===== config.mk =====
export PLATFORM = sky130hd
export DESIGN_NAME = crc_bus_master
export DESIGN_NICKNAME = d
export VERILOG_FILES = /design/src/rtl/crc_master_pkg.sv /design/src/rtl/crc_bus_master.sv
export SDC_FILE = /design/constraint.sdc
export NUM_CORES = 1
export LEC_CHECK = 0
export CAP_MARGIN = 40
export CORE_MARGIN = 4
export CORE_UTILIZATION = 40
export DETAILED_ROUTE_END_ITERATION = 12
export PLACE_DENSITY = 0.76
export SLEW_MARGIN = 20
export SYNTH_ARGS = -nofsm -noshare
export SYNTH_HDL_FRONTEND = slang
export SYNTH_SLANG_ARGS = --single-unit

===== constraint.sdc =====
create_clock -name clk -period 5.15 [get_ports clk]
set_input_delay 0.7725 -clock clk [delete_from_list [all_inputs] [get_ports clk]]
set_output_delay 0.7725 -clock clk [all_outputs]
set_load 0.01 [all_outputs]

===== src/rtl/crc_master_pkg.sv =====
// rtl/crc_master_pkg.sv - CRC peripheral register map, CTRL bit indices and master FSM states
package crc_master_pkg;

  localparam logic [31:0] CRC_BASE_ADDR = 32'h4003_2000;
  localparam logic [31:0] CRC_GPOLY_OFS = 32'h4;
  localparam logic [31:0] CRC_CTRL_OFS  = 32'h8;

  localparam int CTRL_TCRC_BIT = 24;
  localparam int CTRL_WAS_BIT  = 25;
  localparam int CTRL_FXOR_BIT = 26;

  typedef enum logic [2:0] {
    IDLE,
    W_POLY,
    W_CTRLS,
    W_SEED,
    W_CTRL,
    DATA,
    RD,
    DONE
  } state_t;

endpackage


===== src/rtl/crc_bus_master.sv =====
// rtl/crc_bus_master.sv - bus initiator that programs the CRC slave, streams data words and reads the checksum
module crc_bus_master
  import crc_master_pkg::*;
#(
  parameter logic [31:0] BASE_ADDR = CRC_BASE_ADDR,
  parameter logic [31:0] GPOLY_OFS = CRC_GPOLY_OFS,
  parameter logic [31:0] CTRL_OFS  = CRC_CTRL_OFS,
  parameter int          WAS_BIT   = CTRL_WAS_BIT
) (
  input  logic        clk,
  input  logic        rst,
  input  logic        start,
  input  logic        abort,
  input  logic [31:0] cfg_ctrl,
  input  logic [31:0] cfg_poly,
  input  logic [31:0] cfg_seed,
  input  logic        in_valid,
  input  logic [31:0] in_data,
  input  logic        in_last,
  output logic        in_ready,
  output logic        Sel,
  output logic        RW,
  output logic [31:0] addr,
  output logic [31:0] data_wr,
  input  logic [31:0] data_rd,
  output logic        busy,
  output logic        done,
  output logic [31:0] result
);

  localparam logic [31:0] WAS_MASK = 32'h1 << WAS_BIT;

  state_t      state, state_nx;
  logic        last_pend, last_pend_nx;
  logic [31:0] poly_q, ctrl_q, seed_q;
  logic        sel_nx, rw_nx, busy_nx, done_nx;
  logic [31:0] addr_nx, wdata_nx;
  logic        hs;

  // last_pend blocks further handshakes while the final word's write is on the bus
  assign in_ready = (state == DATA) && !last_pend;
  assign hs       = in_valid && in_ready;

  // Each arm programs the bus cycle that the *next* state presents, so outputs stay registered
  always_comb begin
    state_nx     = state;
    last_pend_nx = last_pend;
    sel_nx       = 1'b0;
    rw_nx        = 1'b0;
    addr_nx      = 32'h0;
    wdata_nx     = 32'h0;
    busy_nx      = 1'b0;
    done_nx      = 1'b0;
    case (state)
      IDLE: begin
        if (start) begin
          state_nx = W_POLY;
          sel_nx   = 1'b1;
          rw_nx    = 1'b1;
          addr_nx  = BASE_ADDR + GPOLY_OFS;
          wdata_nx = cfg_poly;
          busy_nx  = 1'b1;
        end
      end
      W_POLY: begin
        state_nx = W_CTRLS;
        sel_nx   = 1'b1;
        rw_nx    = 1'b1;
        addr_nx  = BASE_ADDR + CTRL_OFS;
        wdata_nx = ctrl_q | WAS_MASK;
        busy_nx  = 1'b1;
      end
      W_CTRLS: begin
        state_nx = W_SEED;
        sel_nx   = 1'b1;
        rw_nx    = 1'b1;
        addr_nx  = BASE_ADDR;
        wdata_nx = seed_q;
        busy_nx  = 1'b1;
      end
      W_SEED: begin
        state_nx = W_CTRL;
        sel_nx   = 1'b1;
        rw_nx    = 1'b1;
        addr_nx  = BASE_ADDR + CTRL_OFS;
        wdata_nx = ctrl_q & ~WAS_MASK;
        busy_nx  = 1'b1;
      end
      W_CTRL: begin
        state_nx     = DATA;
        last_pend_nx = 1'b0;
        busy_nx      = 1'b1;
      end
      DATA: begin
        busy_nx = 1'b1;
        if (last_pend) begin
          state_nx     = RD;
          last_pend_nx = 1'b0;
          sel_nx       = 1'b1;
          addr_nx      = BASE_ADDR;
        end else if (hs) begin
          sel_nx       = 1'b1;
          rw_nx        = 1'b1;
          addr_nx      = BASE_ADDR;
          wdata_nx     = in_data;
          last_pend_nx = in_last;
        end
      end
      RD: begin
        state_nx = DONE;
        done_nx  = 1'b1;
      end
      DONE: state_nx = IDLE;
      default: state_nx = IDLE;
    endcase

    if (abort && (state != IDLE)) begin
      state_nx     = IDLE;
      last_pend_nx = 1'b0;
      sel_nx       = 1'b0;
      rw_nx        = 1'b0;
      addr_nx      = 32'h0;
      wdata_nx     = 32'h0;
      busy_nx      = 1'b0;
      done_nx      = 1'b0;
    end
  end

  always_ff @(posedge clk or posedge rst) begin
    if (rst) begin
      state     <= IDLE;
      last_pend <= 1'b0;
      Sel       <= 1'b0;
      RW        <= 1'b0;
      addr      <= 32'h0;
      data_wr   <= 32'h0;
      busy      <= 1'b0;
      done      <= 1'b0;
      result    <= 32'h0;
      poly_q    <= 32'h0;
      ctrl_q    <= 32'h0;
      seed_q    <= 32'h0;
    end else begin
      state     <= state_nx;
      last_pend <= last_pend_nx;
      Sel       <= sel_nx;
      RW        <= rw_nx;
      addr      <= addr_nx;
      data_wr   <= wdata_nx;
      busy      <= busy_nx;
      done      <= done_nx;
      if ((state == IDLE) && start) begin
        poly_q <= cfg_poly;
        ctrl_q <= cfg_ctrl;
        seed_q <= cfg_seed;
      end
      if ((state == RD) && !abort) begin
        result <= data_rd;
      end
    end
  end

endmodule


=== Word-level counts from Yosys, hierarchy flattened ===
Cells that the tools add are included.

* Register bits: 168
* Bits of input ports: 166
* Output and inout port bits: 101
* Word-level logic and storage cells: 64

* Eq/ne operators: 9
* Muxes and demuxes: 30
* Reduce and logical (&&, ||, !) cells: 14

{| class="wikitable"
|+ Operators by type and width
! kind !! number
|-
| 2-to-1 mux 32 bit || 5
|-
| one-hot mux 32 bit (5 select lines) || 1
|-
| one-hot mux 31 bit (4 select lines) || 1
|-
| 2-to-1 mux 31 bit || 3
|-
| one-hot mux 3 bit (8 select lines) || 1
|-
| == test 3 bit, second input constant || 4
|-
| 2-to-1 mux 1 bit || 12
|-
| 2-to-1 mux 3 bit || 3
|-
| == test 3 x 2 -> 1 bit, second input constant || 2
|-
| one-hot mux 1 bit (3 select lines) || 2
|-
| nonzero test 3 bit || 2
|-
| logical AND 1 bit || 5
|-
| OR reduction 5 bit || 1
|-
| one-hot mux 1 bit (2 select lines) || 2
|-
| == test 3 x 1 -> 1 bit, second input constant || 1
|-
| logical NOT 3 bit || 1
|-
| != test 3 x 2 -> 1 bit, second input constant || 1
|-
| != test 3 bit, second input constant || 1
|-
| OR reduction 3 bit || 1
|-
| logical NOT 1 bit || 2
|-
| AND reduction 2 bit || 1
|-
| OR reduction 2 bit || 1
|}

=== Longest topological paths before layout ===
* Word-level depth: 7
* Mapped depth: 6
* Mapped depth without buffers: 3

=== Worst setup path after synthesis ===
OpenSTA, ideal clock, no wires.

* Path type: reg-to-output
* Start: register state[1]
* End: output port in_ready
* Arrival: 1165 ps
* Required time: 4378 ps
* Path slack: 3212 ps
* Cell stages (with the launch flop): 5
* Path buffers: 3
* Cells stage by stage: dfrtp_1 -> buf_2 -> nor4bb_1 -> buf_2 -> buf_2

* Word-level cells in the longest chain between the ends: 2

{| class="wikitable"
|+ Ends and longest elaborated chain
! what !! RTL line !! text
|-
| from (decl) || crc_bus_master.sv:33 || <nowiki>state_t state, state_nx;</nowiki>
|-
| from (signal assigned) || crc_bus_master.sv:144 || <nowiki>state <= state_nx;</nowiki>
|-
| == test 3 bit || crc_bus_master.sv:41 || <nowiki>assign in_ready = (state == DATA) && !last_pend;</nowiki>
|-
| logical AND 1 bit || crc_bus_master.sv:41 ||
|-
| to (decl) || crc_bus_master.sv:20 || <nowiki>output logic in_ready,</nowiki>
|}

No other way between the ends.

=== Final worst setup path ===
* Start: register state[0]
* End: output port in_ready

Same word-level chain as after synthesis.

==> results.md <==
- CP startpoint kind: register
- Die W: about 130 um
- Slew at the pin closest to its max-slew limit: 0.690 ns
- Levels on crit path: 3
- Postcts setup bufs: 0
- Die Span Y: around 130 um
- Period Utilization, post-route: 0.617
- Fin crit period: 3.18 ns
- Worst Path Buf+Inv: 2
- Area of the core: about 15000 um^2
- Die area: ~18000 um^2
- Port-buffer cells: around 240
- Average wire per standard cell: between 15 and 20 um
- CP Cell Sequence: buf_4 -> nor4bb_4 -> clkdlybuf4s50_1
- Sequential area share after synthesis: 0.555
- Max Used Layer: met4
- Multi-input gate area: approximately 2500 um^2
- Post-synth EDFFs: 0
- TritonCTS clock tree: built
- Synth Warn #: 0
- Rel. slew slack: 0.540
- Crit path DAT: 2.41 ns
- Vias in the first global route: roughly 5100
- Post-route clock skew: 0.0136 ns
- CP max stage delay: ~0.58 ns
- Power density cells: ~550 nW/um^2
- Leakage dissipation: a little under 4 nW
- Mapped cell area: between 6000 and 7000 um^2
- Mapped Avg Cell Area: ~12 um^2
- Hold depth: 1
- Critical Path Sink Type: output port
- Initial antenna violation count: 0
- Max-Cap Viols: 0
- Final setup fails: 0
- FF+latch area: approximately 3500 um^2
- First-pass GRT wire length: between 20 and 30 mm
- ANT nets after route: 0
- Setup TNS: 0 ns
- Total track usage: 0.199
- Vias per Instance: 5.23
- Antenna fix cells: 0
- Htree depth: 4
- CTS Buf Count: 17
- Vias: roughly 4800
- Layout cells sized above 1: 0.192
- Placement Rows: 45
- Crit-path max FO: 55
- Final GP Congestion: slightly above 0.8
- Area Growth Syn to Fin: 50.2%
- Worst-Skew Late Latency: between 0.4 and 0.5 ns
- Worst hold path class: register to register
- Worst-path clk slew: roughly 0.06 ns
- Cells after synthesis: roughly 500
- Final nets: roughly 890
- Largest net degree at the start of global routing: 74
- Clock Tree Root: clkbuf_16
- Register bit total from synthesis: between 100 and 150
- M1 WL: around 7.2 mm
- Drt first pass iters: 4
- Highest clock rate: 315 MHz
- Final wirelength: between 15 and 20 mm
- Wire length on met3: roughly 1.6 mm
- Overall Power: roughly 0.005 W
- Top delay family on crit path: buffers and inverters
- Iteration-0 DRC Markers: between 200 and 300
- IO Pins: 267
- Critical path class: register to output port
- Outcome: finished, final reports clean
- Initial core utilization: 0.409
- Post_cts resized: 0
- Total grt overflow: 0
- Slowest CP cell: clkdlybuf4s50_1
- Synth cell types: 28
- Unrepaired setup endpoints after global routing: no
- CTS max path bufs: 2
- Cell count of the worst reg-to-reg path: 5
- Final hold vios: 0
- Top_reg_cell synth: dfrtp_1
- Worst EP required: 4.38 ns
- Asr flop ratio synth: 1.00
- DP HPWL: 12.5 mm
- CTS Hold Bufs: 0
- Drt drc: 0
- Final-layout fill cell count: approximately 1200
- Slew Viols, Final: 0
- WL met2: 8.48 mm
- Clock sinks: 138
- Peak supply drop: approximately 0.25 mV
[logic make-up (layout without fill, tap and decap cells)]
family | count (synthesis) | in the layout | share of synthesized area
mux | 97 | 97 | 0.176
buf+inv | 74 | 283 | 0.0662
xor+xnor | 1 | 1 | 0.00141
flops | 138 | 138 | 0.555
other cells | 1 | 26 | 0.000603
simple gates | 82 | 82 | 0.0771
compound gates | 108 | 108 | 0.124
[registers in the layout, indices dropped and copies added (netlist names)]
name	flops
done	1
addr	3
data_wr	32
busy	1
Sel	1
ctrl_q	31
seed_q	32
last_pend	1
RW	1
result	32
state	3
[power by group]
group,internal [W],switching (W),total [W]
Clock,0.000833,0.000455,0.00129
Combinational,0.00115,0.000825,0.00198
Sequential,0.00158,0.000274,0.00186
Total,0.00357,0.00155,0.00513
[synth_stat cells, drive strengths merged, types with 2 or more instances]
cell type | instances | area, um^2
o32ai | 2 | 17.5
buf | 54 | 337
nand2 | 32 | 120
mux2 | 97 | 1090
a32oi | 32 | 280
nor2 | 7 | 28.8
clkbuf | 18 | 67.6
inv | 2 | 7.51
a21o | 34 | 255
nand2b | 6 | 37.5
o22a | 2 | 17.5
dfrtp | 138 | 3450
nand3b | 32 | 240
a21oi | 35 | 175
[metal layers]
metal  track usage  vias up
li1              -     2196
met5             0        -
met3        0.0795       20
met1         0.242     2396
met2         0.326      219
met4        0.0624        0
[area by class of cell]
type | instances | share of cell area
clock buffers | 20 | 0.0489
clock inverters | 11 | 0.0181
inverters | 2 | 0.00134
multi-input cells | 314 | 0.264
flip-flops and latches | 138 | 0.370
well taps | 188 | 0.0252
repair buffers | 250 | 0.272
[stage by stage]
stage	util	hold WS [ns]	setup WS (ns)	cells	area (um^2)
finish	0.614	0.483	1.97	923	9340
floorplan	-	0.481	0.681	526	6310
global route	0.614	0.513	1.80	923	9340
CTS	0.614	0.487	1.91	923	9340
detailed placement	0.573	0.474	2.25	892	8710
global placement	0.568	0.468	2.21	889	8640
[layout by cell type (no fill, tap or decap), drive strengths merged, types with 5 or more instances in the layout]
cell type	count
clkdlybuf4s50	239
dfrtp	138
mux2	97
a21oi	35
a21o	34
nand3b	32
nand2	32
a32oi	32
conb	26
clkbuf	20
buf	11
nor2	7
nand2b	6
clkinv	5
[path summary, 6_finish.rpt]
kind                       slack, ns                     end              startpoint
max                             1.97                in_ready    state[0]$_DFFE_PP0P_
min in group asynchronous       0.69  seed_q[21]$_DFFE_PP0P_                     rst
min reg2reg                     0.48  result[26]$_DFFE_PP0P_  result[26]$_DFFE_PP0P_
max in group asynchronous       3.64  ctrl_q[29]$_DFFE_PP0P_                     rst
min                             0.48  result[26]$_DFFE_PP0P_  result[26]$_DFFE_PP0P_
max reg2reg                     2.59   data_wr[27]$_DFF_PP0_    state[0]$_DFFE_PP0P_
(Power assumes the default switching activity.)
